$ cat src/rtl/ptw_responder.sv
// ptw_responder
//   Minimal page-table-walk responder shared by an instruction TLB and a
//   data TLB. One walk is in flight at a time. Each walk reads a single PTE
//   at PTBR + vpn*4, decodes it, and returns error/ppn to the client that
//   asked. When both clients request at once, the one not served last wins.
//
// Parameters
//   PTBR    : page-table base byte address
//   TIMEOUT : MWAIT cycle limit (only with PTW_RESPONDER_TIMEOUT_EN)
//
// Optional feature
//   PTW_RESPONDER_TIMEOUT_EN : when defined, a walk that waits TIMEOUT cycles
//   for PTE data completes with error = 1 and ppn = 0. Otherwise MWAIT waits
//   indefinitely.
//
// Ports
//   clk, reset                   : clock, synchronous active-high reset
//   io_imem_ptw_req_*            : instruction-TLB request (valid/ready/vpn)
//   io_dmem_ptw_req_*            : data-TLB request (valid/ready/vpn)
//   io_imem_ptw_resp_*           : instruction-TLB response (valid/error/ppn)
//   io_dmem_ptw_resp_*           : data-TLB response (valid/error/ppn)
//   io_mem_req_*                 : PTE read request (valid/ready/addr)
//   io_mem_resp_*                : PTE read data (valid/data)
module ptw_responder #(
  parameter logic [31:0] PTBR    = 32'h00001000,
  parameter int unsigned TIMEOUT = 255
) (
  input  logic        clk,
  input  logic        reset,
  input  logic        io_imem_ptw_req_valid,
  output logic        io_imem_ptw_req_ready,
  input  logic [19:0] io_imem_ptw_req_bits_vpn,
  input  logic        io_dmem_ptw_req_valid,
  output logic        io_dmem_ptw_req_ready,
  input  logic [19:0] io_dmem_ptw_req_bits_vpn,
  output logic        io_imem_ptw_resp_valid,
  output logic        io_imem_ptw_resp_bits_error,
  output logic [31:0] io_imem_ptw_resp_bits_ppn,
  output logic        io_dmem_ptw_resp_valid,
  output logic        io_dmem_ptw_resp_bits_error,
  output logic [31:0] io_dmem_ptw_resp_bits_ppn,
  output logic        io_mem_req_valid,
  input  logic        io_mem_req_ready,
  output logic [31:0] io_mem_req_bits_addr,
  input  logic        io_mem_resp_valid,
  input  logic [31:0] io_mem_resp_bits_data
);

  typedef enum logic [1:0] {IDLE, MREQ, MWAIT, RESP} state_e;

  localparam logic CLIENT_IMEM = 1'b0;
  localparam logic CLIENT_DMEM = 1'b1;

  state_e      state_q, state_d;
  logic        lastGrant_q, lastGrant_d;
  logic        client_q, client_d;
  logic [31:0] addr_q, addr_d;
  logic        imemError_q, imemError_d;
  logic [31:0] imemPpn_q, imemPpn_d;
  logic        dmemError_q, dmemError_d;
  logic [31:0] dmemPpn_q, dmemPpn_d;

  logic        grantImem;
  logic        grantDmem;
  logic        pteError;
  logic [31:0] ptePpn;
  logic        timedOut;
  logic        unusedPteBits;

  // Round-robin arbitration: a lone requester always wins; on a tie the
  // client that was not served last goes first.
  always_comb begin
    grantImem = 1'b0;
    grantDmem = 1'b0;
    if (io_imem_ptw_req_valid && io_dmem_ptw_req_valid) begin
      grantImem = (lastGrant_q == CLIENT_DMEM);
      grantDmem = (lastGrant_q == CLIENT_IMEM);
    end else begin
      grantImem = io_imem_ptw_req_valid;
      grantDmem = io_dmem_ptw_req_valid;
    end
  end

  // A PTE is usable only when its valid bit (bit 0) is set; the ppn lives in
  // the upper 22 bits. Permission bits are not interpreted here.
  assign pteError      = ~io_mem_resp_bits_data[0];
  assign ptePpn        = pteError ? 32'h0 : {10'b0, io_mem_resp_bits_data[31:10]};
  assign unusedPteBits = ^io_mem_resp_bits_data[9:1];

`ifdef PTW_RESPONDER_TIMEOUT_EN
  localparam logic [31:0] TIMEOUT_LAST = 32'(TIMEOUT - 1);

  logic [31:0] waitCount_q, waitCount_d;

  // The counter sits at zero outside MWAIT, so it is naturally cleared on
  // entry. Comparing against TIMEOUT-1 means the walk gives up in the cycle
  // where the count would reach TIMEOUT, so RESP comes TIMEOUT cycles after
  // MWAIT was entered.
  always_comb begin
    waitCount_d = (state_q == MWAIT) ? waitCount_q + 32'd1 : 32'd0;
    timedOut    = (state_q == MWAIT) && (waitCount_q == TIMEOUT_LAST);
  end

  // Wait counter register.
  always_ff @(posedge clk) begin
    if (reset) begin
      waitCount_q <= 32'd0;
    end else begin
      waitCount_q <= waitCount_d;
    end
  end
`else
  logic unusedTimeout;

  assign timedOut      = 1'b0;
  assign unusedTimeout = (TIMEOUT == 0);
`endif

  // Walk FSM: next state, captured request, decoded response and all
  // handshake outputs. Reset forces every valid/ready output low even
  // before the state register has been cleared.
  always_comb begin
    state_d     = state_q;
    lastGrant_d = lastGrant_q;
    client_d    = client_q;
    addr_d      = addr_q;
    imemError_d = imemError_q;
    imemPpn_d   = imemPpn_q;
    dmemError_d = dmemError_q;
    dmemPpn_d   = dmemPpn_q;

    io_imem_ptw_req_ready  = 1'b0;
    io_dmem_ptw_req_ready  = 1'b0;
    io_imem_ptw_resp_valid = 1'b0;
    io_dmem_ptw_resp_valid = 1'b0;
    io_mem_req_valid       = 1'b0;

    unique case (state_q)
      IDLE: begin
        io_imem_ptw_req_ready = grantImem;
        io_dmem_ptw_req_ready = grantDmem;
        if (grantImem || grantDmem) begin
          client_d    = grantDmem;
          lastGrant_d = grantDmem;
          addr_d      = PTBR + {10'b0,
                                (grantDmem ? io_dmem_ptw_req_bits_vpn
                                           : io_imem_ptw_req_bits_vpn),
                                2'b00};
          state_d     = MREQ;
        end
      end
      MREQ: begin
        io_mem_req_valid = 1'b1;
        if (io_mem_req_ready) begin
          state_d = MWAIT;
        end
      end
      MWAIT: begin
        if (io_mem_resp_valid || timedOut) begin
          if (client_q == CLIENT_DMEM) begin
            dmemError_d = io_mem_resp_valid ? pteError : 1'b1;
            dmemPpn_d   = io_mem_resp_valid ? ptePpn : 32'h0;
          end else begin
            imemError_d = io_mem_resp_valid ? pteError : 1'b1;
            imemPpn_d   = io_mem_resp_valid ? ptePpn : 32'h0;
          end
          state_d = RESP;
        end
      end
      RESP: begin
        io_imem_ptw_resp_valid = (client_q == CLIENT_IMEM);
        io_dmem_ptw_resp_valid = (client_q == CLIENT_DMEM);
        state_d                = IDLE;
      end
      default: begin
        state_d = IDLE;
      end
    endcase

    if (reset) begin
      io_imem_ptw_req_ready  = 1'b0;
      io_dmem_ptw_req_ready  = 1'b0;
      io_imem_ptw_resp_valid = 1'b0;
      io_dmem_ptw_resp_valid = 1'b0;
      io_mem_req_valid       = 1'b0;
    end
  end

  // State and datapath registers. last grant resets to dmem so that the
  // first tie after reset goes to imem.
  always_ff @(posedge clk) begin
    if (reset) begin
      state_q     <= IDLE;
      lastGrant_q <= CLIENT_DMEM;
      client_q    <= CLIENT_IMEM;
      addr_q      <= 32'h0;
      imemError_q <= 1'b0;
      imemPpn_q   <= 32'h0;
      dmemError_q <= 1'b0;
      dmemPpn_q   <= 32'h0;
    end else begin
      state_q     <= state_d;
      lastGrant_q <= lastGrant_d;
      client_q    <= client_d;
      addr_q      <= addr_d;
      imemError_q <= imemError_d;
      imemPpn_q   <= imemPpn_d;
      dmemError_q <= dmemError_d;
      dmemPpn_q   <= dmemPpn_d;
    end
  end

  assign io_mem_req_bits_addr        = addr_q;
  assign io_imem_ptw_resp_bits_error = imemError_q;
  assign io_imem_ptw_resp_bits_ppn   = imemPpn_q;
  assign io_dmem_ptw_resp_bits_error = dmemError_q;
  assign io_dmem_ptw_resp_bits_ppn   = dmemPpn_q;

endmodule
$ cat config.mk
export PLATFORM = sky130hd
export DESIGN_NAME = ptw_responder
export DESIGN_NICKNAME = d
export VERILOG_FILES = /design/src/rtl/ptw_responder.sv
export SDC_FILE = /design/constraint.sdc
export NUM_CORES = 1
export LEC_CHECK = 0
export CORE_ASPECT_RATIO = 1.5
export CORE_MARGIN = 8
export CORE_UTILIZATION = 40
export CTS_CLUSTER_DIAMETER = 100
export DETAILED_ROUTE_END_ITERATION = 6
export PLACE_DENSITY = 0.87
export SLEW_MARGIN = 20
export SYNTH_ARGS = -nofsm -noshare
export SYNTH_HDL_FRONTEND = slang
export SYNTH_SLANG_ARGS = --single-unit
$ cat constraint.sdc
create_clock -name clk -period 2.6 [get_ports clk]
set_input_delay 0.52 -clock clk [delete_from_list [all_inputs] [get_ports clk]]
set_output_delay 0.52 -clock clk [all_outputs]
set_load 0.005 [all_outputs]
== Word level (Yosys, flattened, before mapping) ==
Cells that the tools add are included.
Word-level totals
  flip-flop bits (word level): 102
  output and inout port bits: 103
  bits in latches: 0
  memories: 0
  memory bits (read-only): 0
  input port bits: 78
  memory bits (writable): 0
  word-level logic and storage cells: 43
Cells by class
  add/sub/neg operators: 1
  bitwise operators: 3
  muxes and demuxes: 18
  shift-type cells: 0
  reduce and logical (&&, ||, !) cells: 7
  div/mod/pow operators: 0
  $lt $le $gt $ge: 0
  multiply operators: 0
  eq/ne operators: 6
Operators by type and width (number)
  13-bit by 22-bit adder with 23-bit output (first input constant): 1
  22-bit 2-to-1 mux: 1
  20-bit 2-to-1 mux: 1
  1-bit 2-to-1 mux: 12
  3-bit AND reduction: 3
  2-bit case mux with 4 select lines: 1
  2-bit 2-to-1 mux: 3
  2-bit != test (second input constant): 3
  2-bit == test (second input constant): 2
  1-bit inverter: 3
  2-bit by 1-bit == test with 1-bit output (second input constant): 1
  2-bit zero test: 1
  2-bit AND reduction: 1
  1-bit logical AND: 1
  1-bit logical OR: 1

== Logic depth before layout (Yosys ltp) ==
  depth in word-level cells: 5
  depth in mapped cells: 11
  depth with buffers taken out: 8

== Worst setup path after synthesis ==
OpenSTA, ideal clock, no wires.
  path kind: input to register
  start point: input port io_dmem_ptw_req_valid
  end point: register addr_q[20], in the netlist io_mem_req_bits_addr[20]
  arrival time: 2.131 ns
  setup slack: 0.346 ns
  data required time: 2.477 ns
  path buffers: 3
  cell stages on the path: 11
  setup time: 0.123 ns
  path through: a21boi_4 > buf_4 > buf_2 > nand2_1 > nand2_1 > ha_1 > clkbuf_1 > nand3_1 > o21a_1 > nor3_1 > o31ai_1
Between the ends
  word-level cells in the longest chain between the ends: 4
Ends and longest elaborated chain
  start: declaration: line 33  | input logic io_dmem_ptw_req_valid,
  1-bit logical AND: line 75  | if (io_imem_ptw_req_valid && io_dmem_ptw_req_valid) begin
  1-bit 2-to-1 mux: line 75
  20-bit 2-to-1 mux or 1-bit logical OR (tied branches): line 146, 142
  13-bit by 22-bit adder with 23-bit output or 2-bit AND reduction (tied branches)
  end signal: assignment: line 205  | addr_q <= addr_d;
  end: declaration: line 57  | logic [31:0] addr_q, addr_d;
Several ways; a longest one is shown, not always the timed one.
A chain may end at the register's enable or synchronous reset.

== Final worst setup path ==
  start point: input port io_imem_ptw_req_valid
  end point: output port io_imem_ptw_req_ready
Between the ends
  word-level cells in the longest chain between the ends: 4
Ends and longest elaborated chain
  start: declaration: line 30  | input logic io_imem_ptw_req_valid,
  1-bit logical AND: line 75
  1-bit 2-to-1 mux *: line 75
  1-bit 2-to-1 mux *: line 138  | unique case (state_q)
  1-bit 2-to-1 mux *: line 180  | if (reset) begin
  end: declaration: line 31  | output logic io_imem_ptw_req_ready,
Mark *: on every way between the ends. The rest lies on a longest branch, timed or not.

==> impl_metrics.tcl <==
set metrics [dict create \
    outcome "complete, no violations" \
    fmaxAchievable_ghz 0.399 \
    via_count 3483 \
    final.setup.worst_slack_ns 0.0938 \
    dp.cells 663 \
    yosysUniqueCellTypes 46 \
    cp.required_ns 2.08 \
    fin_cells 679 \
    holdWs_ns 0.453 \
    grt_pass1_wl_um 16600 \
    post-route-min-period_ns 2.51 \
    synth_top_area_cell "dfxtp_1" \
    routed_via_density 5.13 \
    finalSetupViolCount 0 \
    yosysMostFrequentCell "nand2_1" \
    drt-total-wl_um 10400 \
    drive_gt1_share_pct 6.82 \
    syn-cell-area_mm2 0.00342 \
    clkLatencyLatePin_ns 0.32 \
    final_area_mm2 0.00516 \
    crit_path_end_kind "output pin" \
    fp.dieH_um 129 \
    finish.utilization_pct 61.7 \
    area_growth_pct 50.8 \
    n_antenna_cell 0 \
    rows 41 \
    rr_endpoint "io_mem_req_bits_addr[16]" \
    dp_hpwl_um 8230 \
    core_area_mm2 0.00836 \
    gp_congestion 0.903 \
    cts_hold_buf 0 \
    place_area_mm2 0.00483 \
    drc 0 \
    start_util_pct 40.9 \
    cp_max_fo 5 \
    dp_slack_ns -0.0508 \
    clk_pin_slew_worst_paths_ns 0.05 \
    r2r_slack_ns 0.66 \
    postSynth.asyncResetShare_pct 0 \
    drt_first_iter_violations 146 \
    ys_seq_area_share_pct 41.6 \
    nets 650 \
    hp-class "reg -> reg" \
    first_pass_iters 4 \
    synth_seq_cells 71 \
    cts_setup_buffers 0 \
    endpoint "io_imem_ptw_req_ready" \
    start_kind "input port" \
    yosys_warnings 0 \
    htree_levels 3 \
    cts.path.max_buffers 2 \
    antenna_found_initial 0 \
    reg2reg_depth 7 \
    cts_resized 0 \
    root_buffer "clkbuf_16" \
    ys_top_cells_by_count "78 x nand2_1, 71 x dfxtp_1, 55 x nand3_1, 47 x a21oi_1, 32 x buf_4" \
    synthCells 430 \
    drv_cap 0 \
    final_antenna_net_count 0 \
    synth_top_flop_cell "dfxtp_1" \
    rsz0062_at_grt "false" \
    finalHoldViolCount 0 \
    overflow 0 \
    fin_skew_ns 0.00630 \
    powerDensity_mw_per_mm2 703 \
    synth_edf_count 0 \
    grt_max_degree 47 \
    timing.final.crit_share_pct 96.4 \
    synth_area_leaders "dfxtp_1 42%, nand2_1 8.6%, nand3_1 8.0%" \
    crit_arrival_ns 1.99 \
    slew_violations 0 \
    rr_startpoint "lastGrant_q" \
    ir_drop_v 0.000362 \
    p_leak_nw 1.89 \
    avgSynthCellArea_um2 7.96 \
    worstSetupPathType "in -> out" \
    die_w_um 91.5 \
    cts_tree "yes" \
    wire_per_inst_um 15.3 \
    dieArea_mm2 0.0118 \
    track_usage_pct 16.9 \
    io_pins 181 \
    synth_top_area_share_pct 41.6 \
    port_buffers 140 \
    cts.sinks 71 \
    cts_made_buffers 9 \
    grt_pass1_vias 3457 \
    crit_start "io_imem_ptw_req_valid" \
]
==> stage by stage <==
stage | power [mW] | TNS [ns]
floorplan | 1.85 | 0
finish | 3.62 | 0
detailed placement | 2.35 | -0.0781
global placement | 2.31 | 0
CTS | 3.66 | 0
global route | 3.82 | 0
==> worst min path at each step <==
| stage | start | endpoint | slack (ns) | depth (start not counted) |
|---|---|---|---|---|
| 6_report | io_dmem_ptw_resp_bits_ppn[15] | io_dmem_ptw_resp_bits_ppn[15] | 0.45 | 2 |
| 5_1_grt | io_dmem_ptw_resp_bits_ppn[5] | io_dmem_ptw_resp_bits_ppn[5] | 0.47 | 2 |
| 4_1_cts | io_dmem_ptw_resp_bits_ppn[3] | io_dmem_ptw_resp_bits_ppn[3] | 0.46 | 2 |
| 3_5_place_dp | io_dmem_ptw_resp_bits_ppn[3] | io_dmem_ptw_resp_bits_ppn[3] | 0.45 | 2 |
| 3_3_place_gp | io_dmem_ptw_resp_bits_ppn[12] | io_dmem_ptw_resp_bits_ppn[12] | 0.44 | 2 |
| 2_1_floorplan | io_dmem_ptw_resp_bits_ppn[0] | io_dmem_ptw_resp_bits_ppn[0] | 0.45 | 2 |
==> layer usage <==
layer | part of all wire [%] | wire length [µm] | track usage (%)
met1 | 37 | 3810 | 17.1
met2 | 52 | 5450 | 30.7
met3 | 8.9 | 930 | 6.37
met4 | 2.2 | 224 | 6.29
met5 | 0 | 0 | 0
==> state kept, by name, indices dropped and copies added (netlist names) <==
signal and flops:
io_dmem_ptw_resp_bits_ppn 22, io_imem_ptw_resp_bits_error 1, lastGrant_q 1, state_q 2, io_mem_req_bits_addr 21, io_dmem_ptw_resp_bits_error 1, client_q 1, io_imem_ptw_resp_bits_ppn 22
==> cell type report <==
| cell class | instances | area (µm²) |
|---|---|---|
| fillers | 696 | 3200 |
| multi-input cells | 323 | 1730 |
| repair buffers | 158 | 1530 |
| flip-flops and latches | 71 | 1420 |
| clock buffers | 11 | 243 |
| well taps | 107 | 134 |
| clock inverters | 5 | 81.3 |
| inverters | 4 | 15.0 |
==> where the power goes <==
group / internal, mW / leakage, nW / total (mW) / switching, mW
Combinational: 0.523 / 1.16 / 1.01 / 0.488
Clock: 0.866 / 0.156 / 1.31 / 0.441
Sequential: 1.22 / 0.578 / 1.31 / 0.0830
==> worst max-delay path, stage by stage <==
cell	delay, ns
clkdlybuf4s50_1	0.53
buf_4	0.16
nand2_1	0.08
nor3_1	0.15
clkdlybuf4s50_1	0.55
==> cell usage in the layout, fill, tap and decap left out, types with 9 or more instances in the layout <==
master and n:
a21oi_1 47, a311oi_1 10, buf_4 18, clkbuf_16 9, clkdlybuf4s50_1 139, conb_1 31, dfxtp_1 71, nand2_1 78
nand3_1 55, nor2_1 21, nor3_1 11
==> kinds of logic (layout without fill, tap and decap cells) <==
logic type,Yosys count,count (layout),synth area share (%)
multiplexers,8,8,2.38
other,1,31,0.110
AO/OA/AOI/OAI,83,83,15.4
adder cells (fa/ha/maj),5,5,1.83
flip-flops,71,71,41.6
XOR/XNOR,4,4,1.02
buffers and inverters,66,178,11.1
AND/OR/NAND/NOR,192,192,26.7
(Power assumes the default switching activity.)
